===== src/rtl/dbg_req_pkg.sv =====
// Shared types and constants for the debug-request arbiter.
package dbg_req_pkg;

    localparam int DEFAULT_NUM_REQ    = 2;
    localparam int DEFAULT_FIFO_DEPTH = 4;

    // Payload carried for every accepted debug request.
    typedef struct packed {
        logic [31:0] addr;
        logic [31:0] data;
    } dbg_req_t;

    // IDLE arbitrates round-robin; LOCKED pins the grant to one source.
    typedef enum logic {
        ARB_IDLE   = 1'b0,
        ARB_LOCKED = 1'b1
    } arb_state_e;

    // Round-robin successor of idx among n sources.
    function automatic int rr_next(input int idx, input int n);
        return (idx + 1 >= n) ? 0 : idx + 1;
    endfunction

endpackage


===== src/rtl/dbg_req_fifo.sv =====
// Output queue of the arbiter: FIFO of {payload, src} with valid/ready on both sides.
module dbg_req_fifo
    import dbg_req_pkg::*;
#(
    parameter int DEPTH = DEFAULT_FIFO_DEPTH,
    parameter int SRC_W = 1
) (
    input  logic             clock,
    input  logic             reset,
    input  logic             in_valid,
    output logic             in_ready,
    input  dbg_req_t         in_req,
    input  logic [SRC_W-1:0] in_src,
    output logic             out_valid,
    input  logic             out_ready,
    output dbg_req_t         out_req,
    output logic [SRC_W-1:0] out_src
);

    localparam int PTR_W = $clog2(DEPTH);
    localparam int CNT_W = $clog2(DEPTH + 1);
    localparam logic [CNT_W-1:0] FULL_CNT = CNT_W'(DEPTH);

    dbg_req_t         mem_req [DEPTH];
    logic [SRC_W-1:0] mem_src [DEPTH];
    logic [PTR_W-1:0] wr_ptr;
    logic [PTR_W-1:0] rd_ptr;
    logic [CNT_W-1:0] count;
    logic             push;
    logic             pop;

    // Handshakes are forced low during reset so nothing moves while state is being cleared.
    assign in_ready  = !reset && (count != FULL_CNT);
    assign out_valid = !reset && (count != '0);
    assign push      = in_valid && in_ready;
    assign pop       = out_valid && out_ready;

    // Head entry is read straight from storage; it cannot change until popped.
    assign out_req = mem_req[rd_ptr];
    assign out_src = mem_src[rd_ptr];

    // Pointer and occupancy bookkeeping; pointers wrap naturally since DEPTH is a power of two.
    always_ff @(posedge clock) begin
        // NOTE: sequential state uses non-blocking assignments so every register samples pre-edge values.
        if (reset) begin
            wr_ptr <= '0;
            rd_ptr <= '0;
            count  <= '0;
        end else begin
            if (push) wr_ptr <= wr_ptr + 1'b1;
            if (pop)  rd_ptr <= rd_ptr + 1'b1;
            case ({push, pop})
                2'b10:   count <= count + 1'b1;
                2'b01:   count <= count - 1'b1;
                default: count <= count;
            endcase
        end
    end

    // Payload storage write port.
    always_ff @(posedge clock) begin
        // NOTE: storage is deliberately not reset; emptiness is tracked by count, so stale words are never visible.
        if (push) begin
            mem_req[wr_ptr] <= in_req;
            mem_src[wr_ptr] <= in_src;
        end
    end

endmodule


===== src/rtl/dbg_req_arb.sv =====
// Round-robin debug-request arbiter with lock support, feeding an output FIFO.
module dbg_req_arb
    import dbg_req_pkg::*;
#(
    parameter int NUM_REQ    = DEFAULT_NUM_REQ,
    parameter int FIFO_DEPTH = DEFAULT_FIFO_DEPTH
) (
    input  logic                              clock,
    input  logic                              reset,
    input  logic [NUM_REQ-1:0]                in_valid,
    output logic [NUM_REQ-1:0]                in_ready,
    input  logic [NUM_REQ-1:0][31:0]          in_addr,
    input  logic [NUM_REQ-1:0][31:0]          in_data,
    input  logic [NUM_REQ-1:0]                in_lock,
    output logic                              out_valid,
    input  logic                              out_ready,
    output logic [31:0]                       out_addr,
    output logic [31:0]                       out_data,
    output logic [$clog2(NUM_REQ)-1:0]        out_src,
    output logic                              busy
);

    localparam int SRC_W = $clog2(NUM_REQ);

    arb_state_e       state;
    arb_state_e       state_next;
    logic [SRC_W-1:0] rr_ptr;
    logic [SRC_W-1:0] lock_owner;
    logic [SRC_W-1:0] grant_idx;
    logic             grant_valid;
    logic             fifo_in_ready;
    logic             xfer;
    dbg_req_t         fifo_in_req;
    dbg_req_t         fifo_out_req;

    // A source beat moves whenever the granted source is valid and the queue has room.
    assign xfer        = grant_valid && fifo_in_ready;
    assign fifo_in_req = '{addr: in_addr[grant_idx], data: in_data[grant_idx]};

    // Arbitration state register.
    always_ff @(posedge clock) begin
        if (reset) state <= ARB_IDLE;
        else       state <= state_next;
    end

    // Next-state: enter LOCKED on a locked beat, leave on the owner's unlocked beat.
    always_comb begin
        state_next = state;
        case (state)
            ARB_IDLE:   if (xfer && in_lock[grant_idx])   state_next = ARB_LOCKED;
            ARB_LOCKED: if (xfer && !in_lock[lock_owner]) state_next = ARB_IDLE;
            default:    state_next = ARB_IDLE;
        endcase
    end

    // Grant and per-source ready, derived only from registered state and in_valid.
    always_comb begin
        int cand;
        // NOTE: every output of this block gets a default first so no path can infer a latch.
        grant_valid = 1'b0;
        grant_idx   = '0;
        in_ready    = '0;
        cand        = 0;
        if (state == ARB_LOCKED) begin
            grant_valid = in_valid[lock_owner];
            grant_idx   = lock_owner;
        end else begin
            // Walk candidates from farthest to nearest so the first valid one after rr_ptr wins last.
            for (int k = NUM_REQ - 1; k >= 0; k--) begin
                cand = int'(rr_ptr) + k;
                if (cand >= NUM_REQ) cand = cand - NUM_REQ;
                if (in_valid[cand]) begin
                    grant_valid = 1'b1;
                    grant_idx   = SRC_W'(cand);
                end
            end
        end
        if (grant_valid && fifo_in_ready) in_ready[grant_idx] = 1'b1;
    end

    // Round-robin pointer and lock owner; both move only on a source transfer.
    always_ff @(posedge clock) begin
        if (reset) begin
            rr_ptr     <= '0;
            lock_owner <= '0;
        end else if (xfer) begin
            if (state == ARB_IDLE && in_lock[grant_idx]) begin
                lock_owner <= grant_idx;
            end else if (!in_lock[grant_idx]) begin
                rr_ptr <= SRC_W'(rr_next(int'(grant_idx), NUM_REQ));
            end
        end
    end

    dbg_req_fifo #(
        .DEPTH (FIFO_DEPTH),
        .SRC_W (SRC_W)
    ) u_fifo (
        .clock     (clock),
        .reset     (reset),
        .in_valid  (grant_valid),
        .in_ready  (fifo_in_ready),
        .in_req    (fifo_in_req),
        .in_src    (grant_idx),
        .out_valid (out_valid),
        .out_ready (out_ready),
        .out_req   (fifo_out_req),
        .out_src   (out_src)
    );

    assign out_addr = fifo_out_req.addr;
    assign out_data = fifo_out_req.data;
    assign busy     = out_valid || (!reset && state == ARB_LOCKED);

endmodule


===== config.mk =====
export PLATFORM = sky130hd
export DESIGN_NAME = dbg_req_arb
export DESIGN_NICKNAME = d
export VERILOG_FILES = /design/src/rtl/dbg_req_pkg.sv /design/src/rtl/dbg_req_fifo.sv /design/src/rtl/dbg_req_arb.sv
export SDC_FILE = /design/constraint.sdc
export NUM_CORES = 1
export LEC_CHECK = 0
export BUFFER_PORTS_ARGS = -buffer_cell sky130_fd_sc_hd__buf_2
export CORE_AREA = 3 3 194 196
export CTS_CLUSTER_SIZE = 25
export DETAILED_ROUTE_END_ITERATION = 12
export DIE_AREA = 0 0 197 199
export GPL_TIMING_DRIVEN = 0
export MAX_ROUTING_LAYER = met4
export PLACE_DENSITY = 0.54
export SETUP_SLACK_MARGIN = 0.5
export SYNTH_ARGS = -nofsm -noshare
export SYNTH_HDL_FRONTEND = slang
export SYNTH_SLANG_ARGS = --single-unit

===== constraint.sdc =====
create_clock -name clock -period 2.9 [get_ports clock]
set_clock_uncertainty 0.15 [all_clocks]
set_input_delay 0.435 -clock clock [delete_from_list [all_inputs] [get_ports clock]]
set_output_delay 0.435 -clock clock [all_outputs]
set_load 0.05 [all_outputs]

==> qor.yml, run 1 <==
sta:
  slew_headroom_pct: 66.0
  post-route-period-util_pct: 89.8
  setup-violations-final: 0
  finalHoldViolCount: 0
  fin_tns_setup_ns: 0
  max_freq_ghz: 0.384
  slew_violations: 0
  rsz0062_at_grt: "yes"
  setup_ws_ns: 0.297
  fin_crit_ns: 2.60
  tightest_slew_ns: 0.510
detailed_routing:
  drt_first_pass_iters: 6
  vias_per_cell: 4.53
  wl_mm: 25.6
  drt_iter0_drc: 236
  wl_per_cell_um: 20.4
  vias: 5679
  drc: 0
  postRouteAntennaNets: 0
power_and_ir_drop:
  swShare_pct: 27.0
  p_leak_nw: 5.08
  ir_drop_v: 0.000444
  power_frac_comb_pct: 21.9
  p_int_mw: 8.16
  p_sw_mw: 3.02
  pwr-share-seq_pct: 42.5
  pwr-share-clk_pct: 35.6
  powerDensity_mw_per_mm2: 767
critical_path:
  cp.arrival_ns: 2.02
  path_class: "reg -> out"
  path_max_fanout: 6
  start_kind: "register"
  crit_path_end_kind: "output port"
  required_ns: 2.32
logic_synthesis:
  synth_seq_cells: 272
  yosys.area.top_type: "edfxtp_1"
  syn_area_per_cell_sq_um: 22.1
  syn_nets: 632
  synth.most_common_cell: "edfxtp_1"
  netlist_area_sq_mm: 0.0108
  ys_seq_area_share_pct: 74.3
  ys.flop_type: "edfxtp_1"
  postSynthCellCount: 491
  synth_top_area_share_pct: 72.1
  synth_edf_count: 260
  ys_types: 34
  synthTopCellsByCount: "260 x edfxtp_1, 65 x mux4_2, 64 x mux2_2, 13 x buf_2, 12 x dfxtp_1"
  synthArstFlopShare_pct: 0
  synth_area_leaders: "edfxtp_1 72%, mux4_2 14%, mux2_2 6.7%, dfxtp_1 2.2%, buf_2 0.60%"
  ys_warn_count: 0
placement:
  hpwlAfterDp_mm: 15.0
  post-place-ws_ns: 0.0118
  port_buffers: 203
  place.gp.congestion: 0.720
  placed_area_sq_mm: 0.0125
clock_tree:
  cts_tree: "done"
  clock_sinks: 272
  clock_latency_ns: 0.56
  ctsRootBufferMaster: "clkbuf_16"
  ctsHoldBuffers: 0
  numCtsBuffers: 31
  clk_path_buf_depth: 3
  cts_htree_levels: 1
  cts.clk_slew.worst_paths_ns: 0.06
status:
  outcome: "finished, final reports clean"
grt:
  grt_max_degree: 45
  grt-ovfl-total: 0
  grt_pass1_vias: 5885
  antenna_found_initial: 0
  grt_pass1_wl_mm: 36.6
  gr-usage-all-layers_pct: 13.0
die:
  fp.dieW_um: 197
  initial_core_util_pct: 29.9
  coreArea_sq_mm: 0.0363
  fp.dieArea_sq_mm: 0.0392
  ios: 204
  die-height_um: 199
  rows: 70
final_layout:
  diodes: 0
  nNetsFinal: 903
  drive_above_1_share_pct: 59.3
  final_cell_area_sq_mm: 0.0146
  area_delta_synth_final_pct: 34.7
worst_hold_path:
  hold_class: "in -> reg"
flow_run:
  maxCapViolCount: 0
[layer usage]
metal | up-vias | routed length, um | GRT usage [%]
li1 | 2590 | - | -
met1 | 2920 | 10900 | 16.5
met2 | 136 | 13100 | 21.7
met3 | 33 | 1170 | 2.30
met4 | 0 | 438 | 3.27
met5 | - | 0 | -
[cells by family after synthesis]
group,count (synthesis),synth area share [%]
simple gates,29,1.48
xor+xnor,5,0.405
fa+ha+maj,6,0.763
buf+inv,34,1.43
compound gates,15,1.32
flops,272,74.3
mux,130,20.3
[placed cells by master, fill, tap and decap left out, types with 5 or more instances in the layout]
| master | synthesis | routed |
|---|---|---|
| inv_1 | 11 | 7 |
| buf_2 | 13 | 140 |
| clkbuf_16 | 0 | 35 |
| buf_4 | 1 | 47 |
| buf_8 | 0 | 7 |
| dfxtp_1 | 12 | 7 |
| buf_12 | 0 | 10 |
| mux2_2 | 64 | 64 |
| nand2_1 | 5 | 5 |
| edfxtp_1 | 260 | 260 |
| nor2_1 | 11 | 9 |
| clkbuf_8 | 0 | 9 |
| mux4_2 | 65 | 65 |
| buf_6 | 1 | 37 |
| buf_16 | 0 | 7 |
[power groups by stage]
stage               combinational (mW)  clock, mW  sequential [mW]
finish                            2.45       3.98             4.76
global route                      2.61       4.27             4.78
CTS                               2.41       4.11             4.75
detailed placement                2.05          0             4.83
global placement                  2.00          0             4.84
floorplan                         1.46          0             4.81
[registers in the layout (all words and copies together), names as in the netlist, named ones only]
register,flops
u_fifo.mem_req,256
u_fifo.count,3
u_fifo.wr_ptr,2
u_fifo.mem_src,4
state,1
lock_owner,1
rr_ptr,1
u_fifo.rd_ptr,2
[through the flow]
step                cells  utilization [%]  power [mW]  hold WS (ns)
CTS                  1241             39.5        11.3      0.000297
detailed placement   1166             34.6        6.88         0.353
floorplan             491                -        6.27         0.317
global route         1254             40.2        11.7        0.0144
global placement     1162             34.3        6.84         0.339
finish               1254             40.2        11.2        0.0475
[path summary, 6_finish.rpt]
path                                               startpoint  cells after the start  slack, ns                             to
worst max-delay path                                 register                      5       0.30                   out_addr[20]
worst min register to register  u_fifo.rd_ptr[1]$_SDFFE_PP0P_                      2       0.38  u_fifo.rd_ptr[1]$_SDFFE_PP0P_
worst max register to register               state$_SDFF_PP0_                     10       0.53   u_fifo.count[2]$_SDFFE_PP0P_
worst min-delay path                              in_valid[1]                      3       0.05        lock_owner$_SDFFE_PP0P_
[final cells by class]
cell class / count / area, sq um
flip-flops and latches: 272 / 8060
inverters: 11 / 45.0
multi-input cells: 189 / 2730
well taps: 468 / 586
clock buffers: 42 / 920
fillers: 3313 / 21700
plain buffers: 23 / 299
repair buffers: 234 / 1780
clock inverters: 15 / 159
[worst max-delay path: stages, from the launching register on]
cell and delay [ns]:
dfxtp_4 0.37, buf_12 0.16, buf_8 0.12, buf_16 0.12
mux4_2 0.52, buf_8 0.17
[repair_timing]
| item | in CTS | in global routing |
|---|---|---|
| pin swaps | 8 | 7 |
| cloned | 7 | 2 |
| endpoints found under the setup margin | 237 | 224 |
| gates resized for setup | 157 | 50 |
| buffers inserted | 11 | 11 |
Note: power is estimated with default switching activity, not from simulation.
==> run 2, diff against run 1 <==
--- a/config.mk
+++ b/config.mk
@@ -6,13 +6,13 @@
 export NUM_CORES = 1
 export LEC_CHECK = 0
 export BUFFER_PORTS_ARGS = -buffer_cell sky130_fd_sc_hd__buf_2
-export CORE_AREA = 3 3 194 196
+export CORE_AREA = 3 3 160 162
 export CTS_CLUSTER_SIZE = 25
 export DETAILED_ROUTE_END_ITERATION = 12
-export DIE_AREA = 0 0 197 199
+export DIE_AREA = 0 0 163 165
 export GPL_TIMING_DRIVEN = 0
 export MAX_ROUTING_LAYER = met4
-export PLACE_DENSITY = 0.54
+export PLACE_DENSITY = 0.72
 export SETUP_SLACK_MARGIN = 0.5
 export SYNTH_ARGS = -nofsm -noshare
 export SYNTH_HDL_FRONTEND = slang
==> qor.yml, run 2 (synthesis results as in run 1) <==
power_and_ir_drop:
  p_leak_nw: 4.94
  ir_drop_v: 0.000393
  powerDensity_mw_per_mm2: 740
  power.total_mw: 10.4
final_layout:
  area_delta_synth_final_pct: 30.2
  fill_cells: 1806
  nNetsFinal: 889
  regMostFlops: "u_fifo.mem_req"
  final_common_cell: "edfxtp_1"
  mostFrequentLayoutCells: "260 x edfxtp_1, 141 x buf_2, 65 x mux4_2"
  drive_above_1_share_pct: 58.2
  top_regs: "u_fifo.mem_req (256), u_fifo.mem_src (4), u_fifo.count (3)"
  final_cell_area_sq_mm: 0.0141
  largest_reg_flops: 256
detailed_routing:
  drc: 0
  drt_first_pass_iters: 4
  wl_per_cell_um: 21.2
  vias: 5687
  postRouteAntennaNets: 0
  vias_per_cell: 5.20
  drt_iter0_drc: 288
  wl_mm: 23.2
critical_path:
  cp.arrival_ns: 1.94
  cp_common_cell: "buf_12"
  crit_path_max_incr_delay_ns: 0.54
  path_class: "reg -> out"
  path_buf_inv: 3
  start_kind: "register"
  crit_path_end_kind: "output port"
  crit_chain: "buf_12 > buf_12 > mux4_2 > buf_6"
  crit_family: "multiplexers"
  critical-path-slowest-cell: "mux4_2"
  required_ns: 2.32
  path_max_fanout: 10
  r2r-start: "lock_owner$_SDFFE_PP0P_"
clock_tree:
  clock_sinks: 272
  ctsRootBufferMaster: "clkbuf_16"
  cts_htree_levels: 1
  clk_path_buf_depth: 3
  cts_tree: "done"
  clock_latency_ns: 0.51
  cts.clk_slew.worst_paths_ns: 0.06
  numCtsBuffers: 26
sta:
  slew_headroom_pct: 67.7
  max_freq_ghz: 0.395
  setup-violations-final: 0
  rsz0062_at_grt: "yes"
  tightest_slew_ns: 0.485
  fin_crit_ns: 2.53
  fin_tns_setup_ns: 0
  post-route-period-util_pct: 87.2
  setup_ws_ns: 0.371
  finalHoldViolCount: 0
  slew_violations: 0
placement:
  hpwlAfterDp_mm: 14.4
  place.gp.congestion: 0.770
  post-place-ws_ns: 0.0501
  port_buffers: 203
  placed_area_sq_mm: 0.0124
grt:
  gr-usage-all-layers_pct: 17.6
  grt_pass1_wl_mm: 35.0
  grt_max_degree: 44
  grt_pass1_vias: 6156
  grt-ovfl-total: 0
  antenna_found_initial: 2
die:
  rows: 57
  initial_core_util_pct: 44.6
  coreArea_sq_mm: 0.0242
  fp.dieArea_sq_mm: 0.0269
  die-height_um: 165
  ios: 204
  fp.dieW_um: 163
status:
  outcome: "finished, final reports clean"
worst_hold_path:
  hp-start: "in_valid[1]"
  hold_class: "in -> reg"
flow_run:
  maxCapViolCount: 0
run 2: changes by cell type in the layout (fill, tap and decap cells not counted), moves of 3 or more:
cell	previous run	this run
buf_6	37	52
clkbuf_1	4	11
buf_4	47	29
clkbuf_16	35	29
clkinvlp_4	4	0
clkinv_1	4	0
bufinv_16	3	0
run 2: what timing repair did:
| action | CTS | global route |
|---|---|---|
| setup buffers | 10 | 5 |
| hold buffers | 0 | 0 |
| pin swaps | 10 | 5 |
| gates resized for setup | 177 | 42 |
| endpoints found under the setup margin | 243 | 69 |
| gates cloned | 6 | 1 |
run 2: cell type report:
| class | instances | area, sq um | area share, % |
|---|---|---|---|
| Tap cell | 324 | 405 | 2.88 |
| Buffer | 23 | 277 | 1.96 |
| Inverter | 11 | 41.3 | 0.293 |
| Clock inverter | 4 | 23.8 | 0.169 |
| Multi-Input combinational cell | 189 | 2730 | 19.4 |
| Sequential cell | 272 | 8070 | 57.2 |
| Clock buffer | 44 | 821 | 5.82 |
| Antenna cell | 2 | 5.00 | 0.0355 |
| Timing Repair Buffer | 225 | 1730 | 12.3 |
run 2: power by group:
part           internal, mW  total [mW]  switching, mW
Clock                  1.92        3.24           1.32
Combinational          1.00        2.42           1.42
Sequential             4.68        4.77         0.0831
run 2: metrics by stage:
step                      hold slack [ns]  utilization [%]  std cells
final                              0.0955             58.1       1094
after global routing               0.0795             58.1       1094
after CTS                          0.0771             57.5       1086
after detailed placement            0.363             51.0       1022
after global placement              0.326             50.5       1018
after floorplan                     0.317                -        491
run 2: routing by layer:
metal	vias up	GRT usage (%)	routed length, um
met5	-	-	0
met4	0	3.77	399
met3	37	2.83	1550
met2	195	28.8	11500
met1	2900	23.8	9720
li1	2555	-	-
run 2: worst paths after layout:
kind / endpoint / slack [ns] / cells after the start
max: out_data[5] / 0.37 / 4
min: lock_owner$_SDFFE_PP0P_ / 0.1 / 3
max reg2reg: u_fifo.mem_req[1][19]$_DFFE_PP_ / 0.47 / 6
min reg2reg: register / 0.38 / 2
run 2: tightest hold or removal path: stages:
cell and delay, ns:
buf_2 0.15, nand2_1 0.06, mux2i_1 0.06
==> run 3, diff against run 2 <==
--- a/config.mk
+++ b/config.mk
@@ -11,6 +11,7 @@
 export DETAILED_ROUTE_END_ITERATION = 12
 export DIE_AREA = 0 0 163 165
 export GPL_TIMING_DRIVEN = 0
+export HOLD_SLACK_MARGIN = 0.15
 export MAX_ROUTING_LAYER = met4
 export PLACE_DENSITY = 0.72
 export SETUP_SLACK_MARGIN = 0.5
==> qor.yml, run 3 (synthesis results as in run 1) <==
clock_tree:
  clock_latency_ns: 0.51
  numCtsBuffers: 26
  clk_path_buf_depth: 3
  cts_htree_levels: 1
  clock_sinks: 272
  ctsRootBufferMaster: "clkbuf_16"
  cts_tree: "done"
  cts.clk_slew.worst_paths_ns: 0.06
power_and_ir_drop:
  pwr-share-clk_pct: 30.7
  swShare_pct: 27.0
  pwr-share-seq_pct: 45.1
  power_frac_comb_pct: 24.2
  p_sw_mw: 2.85
  p_leak_nw: 5.45
  ir_drop_v: 0.000375
  p_int_mw: 7.71
  powerDensity_mw_per_mm2: 690
final_layout:
  fill_cells: 1659
  regMostFlops: "u_fifo.mem_req"
  final_common_cell: "edfxtp_1"
  mostFrequentLayoutCells: "260 x edfxtp_1, 141 x buf_2, 123 x dlygate4sd3_1"
  diodes: 0
  nNetsFinal: 1011
  area_delta_synth_final_pct: 41.5
  top_regs: "u_fifo.mem_req (256), u_fifo.mem_src (4), u_fifo.count (3)"
  seq_area_sq_mm: 0.00806
  multi_input_area_sq_mm: 0.00273
  drive_above_1_share_pct: 50.1
  largest_reg_flops: 256
critical_path:
  cp.arrival_ns: 1.94
  rr_endpoint: "u_fifo.mem_req[1][19]$_DFFE_PP_"
  path_buf_inv: 3
  required_ns: 2.32
  path_max_fanout: 10
  cp_common_cell: "buf_12"
  r2r_cells: 6
  crit_path_max_incr_delay_ns: 0.51
  crit_family: "buffers and inverters"
  r2r_setup_slack_ns: 0.48
  critical-path-slowest-cell: "mux4_2"
  start_kind: "register"
  crit_chain: "buf_12 > buf_12 > mux4_2 > buf_4"
  crit_path_end_kind: "output port"
  r2r-start: "lock_owner$_SDFFE_PP0P_"
  path_class: "reg -> out"
die:
  initial_core_util_pct: 44.6
  ios: 204
  coreArea_sq_mm: 0.0242
  rows: 57
  fp.dieW_um: 163
  die-height_um: 165
  fp.dieArea_sq_mm: 0.0269
sta:
  rsz0062_at_grt: "yes"
  post-route-period-util_pct: 87.2
  hold_slack_ns: 0.155
  setup_ws_ns: 0.371
  slew_violations: 0
  max_freq_ghz: 0.395
  slew_headroom_pct: 68.1
  setup-violations-final: 0
  finalHoldViolCount: 0
  fin_crit_ns: 2.53
  tightest_slew_ns: 0.479
grt:
  grt_max_degree: 44
  grt_pass1_wl_mm: 37.6
  gr-usage-all-layers_pct: 18.9
  grt_pass1_vias: 6707
  grt-ovfl-total: 0
  antenna_found_initial: 0
placement:
  port_buffers: 203
  place.gp.congestion: 0.770
  post-place-ws_ns: 0.0501
  hpwlAfterDp_mm: 14.4
detailed_routing:
  wl_mm: 25.0
  wl_per_cell_um: 20.6
  vias_per_cell: 5.11
  drc: 0
  drt_iter0_drc: 382
  postRouteAntennaNets: 0
  drt_first_pass_iters: 4
  vias: 6207
worst_hold_path:
  worstHoldPathCells: 2
  min_to: "u_fifo.mem_req[2][17]$_DFFE_PP_"
  hp-start: "in_data[17]"
  hold_class: "in -> reg"
status:
  outcome: "finished, final reports clean"
flow_run:
  maxCapViolCount: 0
[run 3: cell types whose count changed in the layout (fill, tap and decap cells not counted), sizes merged]
cell	change
diode	-2
buf	-1
dlygate4sd3	+123
[run 3: power groups by stage]
stage	logic (mW)	clock network [mW]	registers, mW
6_report	2.56	3.24	4.77
2_1_floorplan	1.46	0	4.81
5_1_grt	2.70	3.49	4.78
4_1_cts	2.51	3.31	4.76
3_5_place_dp	2.01	0	4.83
3_3_place_gp	1.92	0	4.83
[run 3: how the worst max path moves through the flow]
stage	endpoint	slack (ns)	startpoint	cells after the start
2_1_floorplan	u_fifo.mem_req[0][0]$_DFFE_PP_	0.27	in_valid[0]	4
3_5_place_dp	u_fifo.count[2]$_SDFFE_PP0P_	0.05	in_valid[0]	10
3_3_place_gp	u_fifo.mem_req[1][10]$_DFFE_PP_	-0.51	in_valid[0]	5
6_report	out_data[14]	0.37	register	4
5_1_grt	out_data[31]	0.31	register	4
4_1_cts	out_addr[12]	0.34	register	4
[run 3: timing repair]
item / CTS / global route
setup buffers: 10 / 4
cloned: 6 / 1
resized for setup: 177 / 42
endpoints found under the setup margin: 243 / 69
pin swaps: 10 / 4
hold buffers: 121 / 2
hold endpoints to repair: 242 / 2
[run 3: per-layer routing]
metal / vias to the layer above / GRT usage [%] / routed length [um] / part of all wire (%)
li1: 2795 / - / - / -
met1: 3141 / 25.1 / 10700 / 43
met2: 226 / 31.3 / 12500 / 50
met3: 45 / 2.76 / 1310 / 5.2
met4: 0 / 4.58 / 524 / 2.1
met5: - / - / 0 / 0
[run 3: metrics by stage]
step	setup TNS (ns)	instance area, sq um	utilization, %	power (mW)	instances
after floorplan	0	10800	-	6.27	491
after global placement	-130.98	12300	50.5	6.75	1018
after detailed placement	0	12400	51.0	6.84	1022
after CTS	0	15100	62.5	10.6	1207
after global routing	0	15300	63.2	11.0	1214
final	0	15300	63.2	10.6	1214
[run 3: layout make-up]
cell class,instances,share of cell area [%]
flip-flops and latches,272,52.6
repair buffers,347,19.3
multi-input cells,189,17.8
clock buffers,44,5.36
well taps,324,2.65
plain buffers,23,1.81
inverters,11,0.270
clock inverters,4,0.155
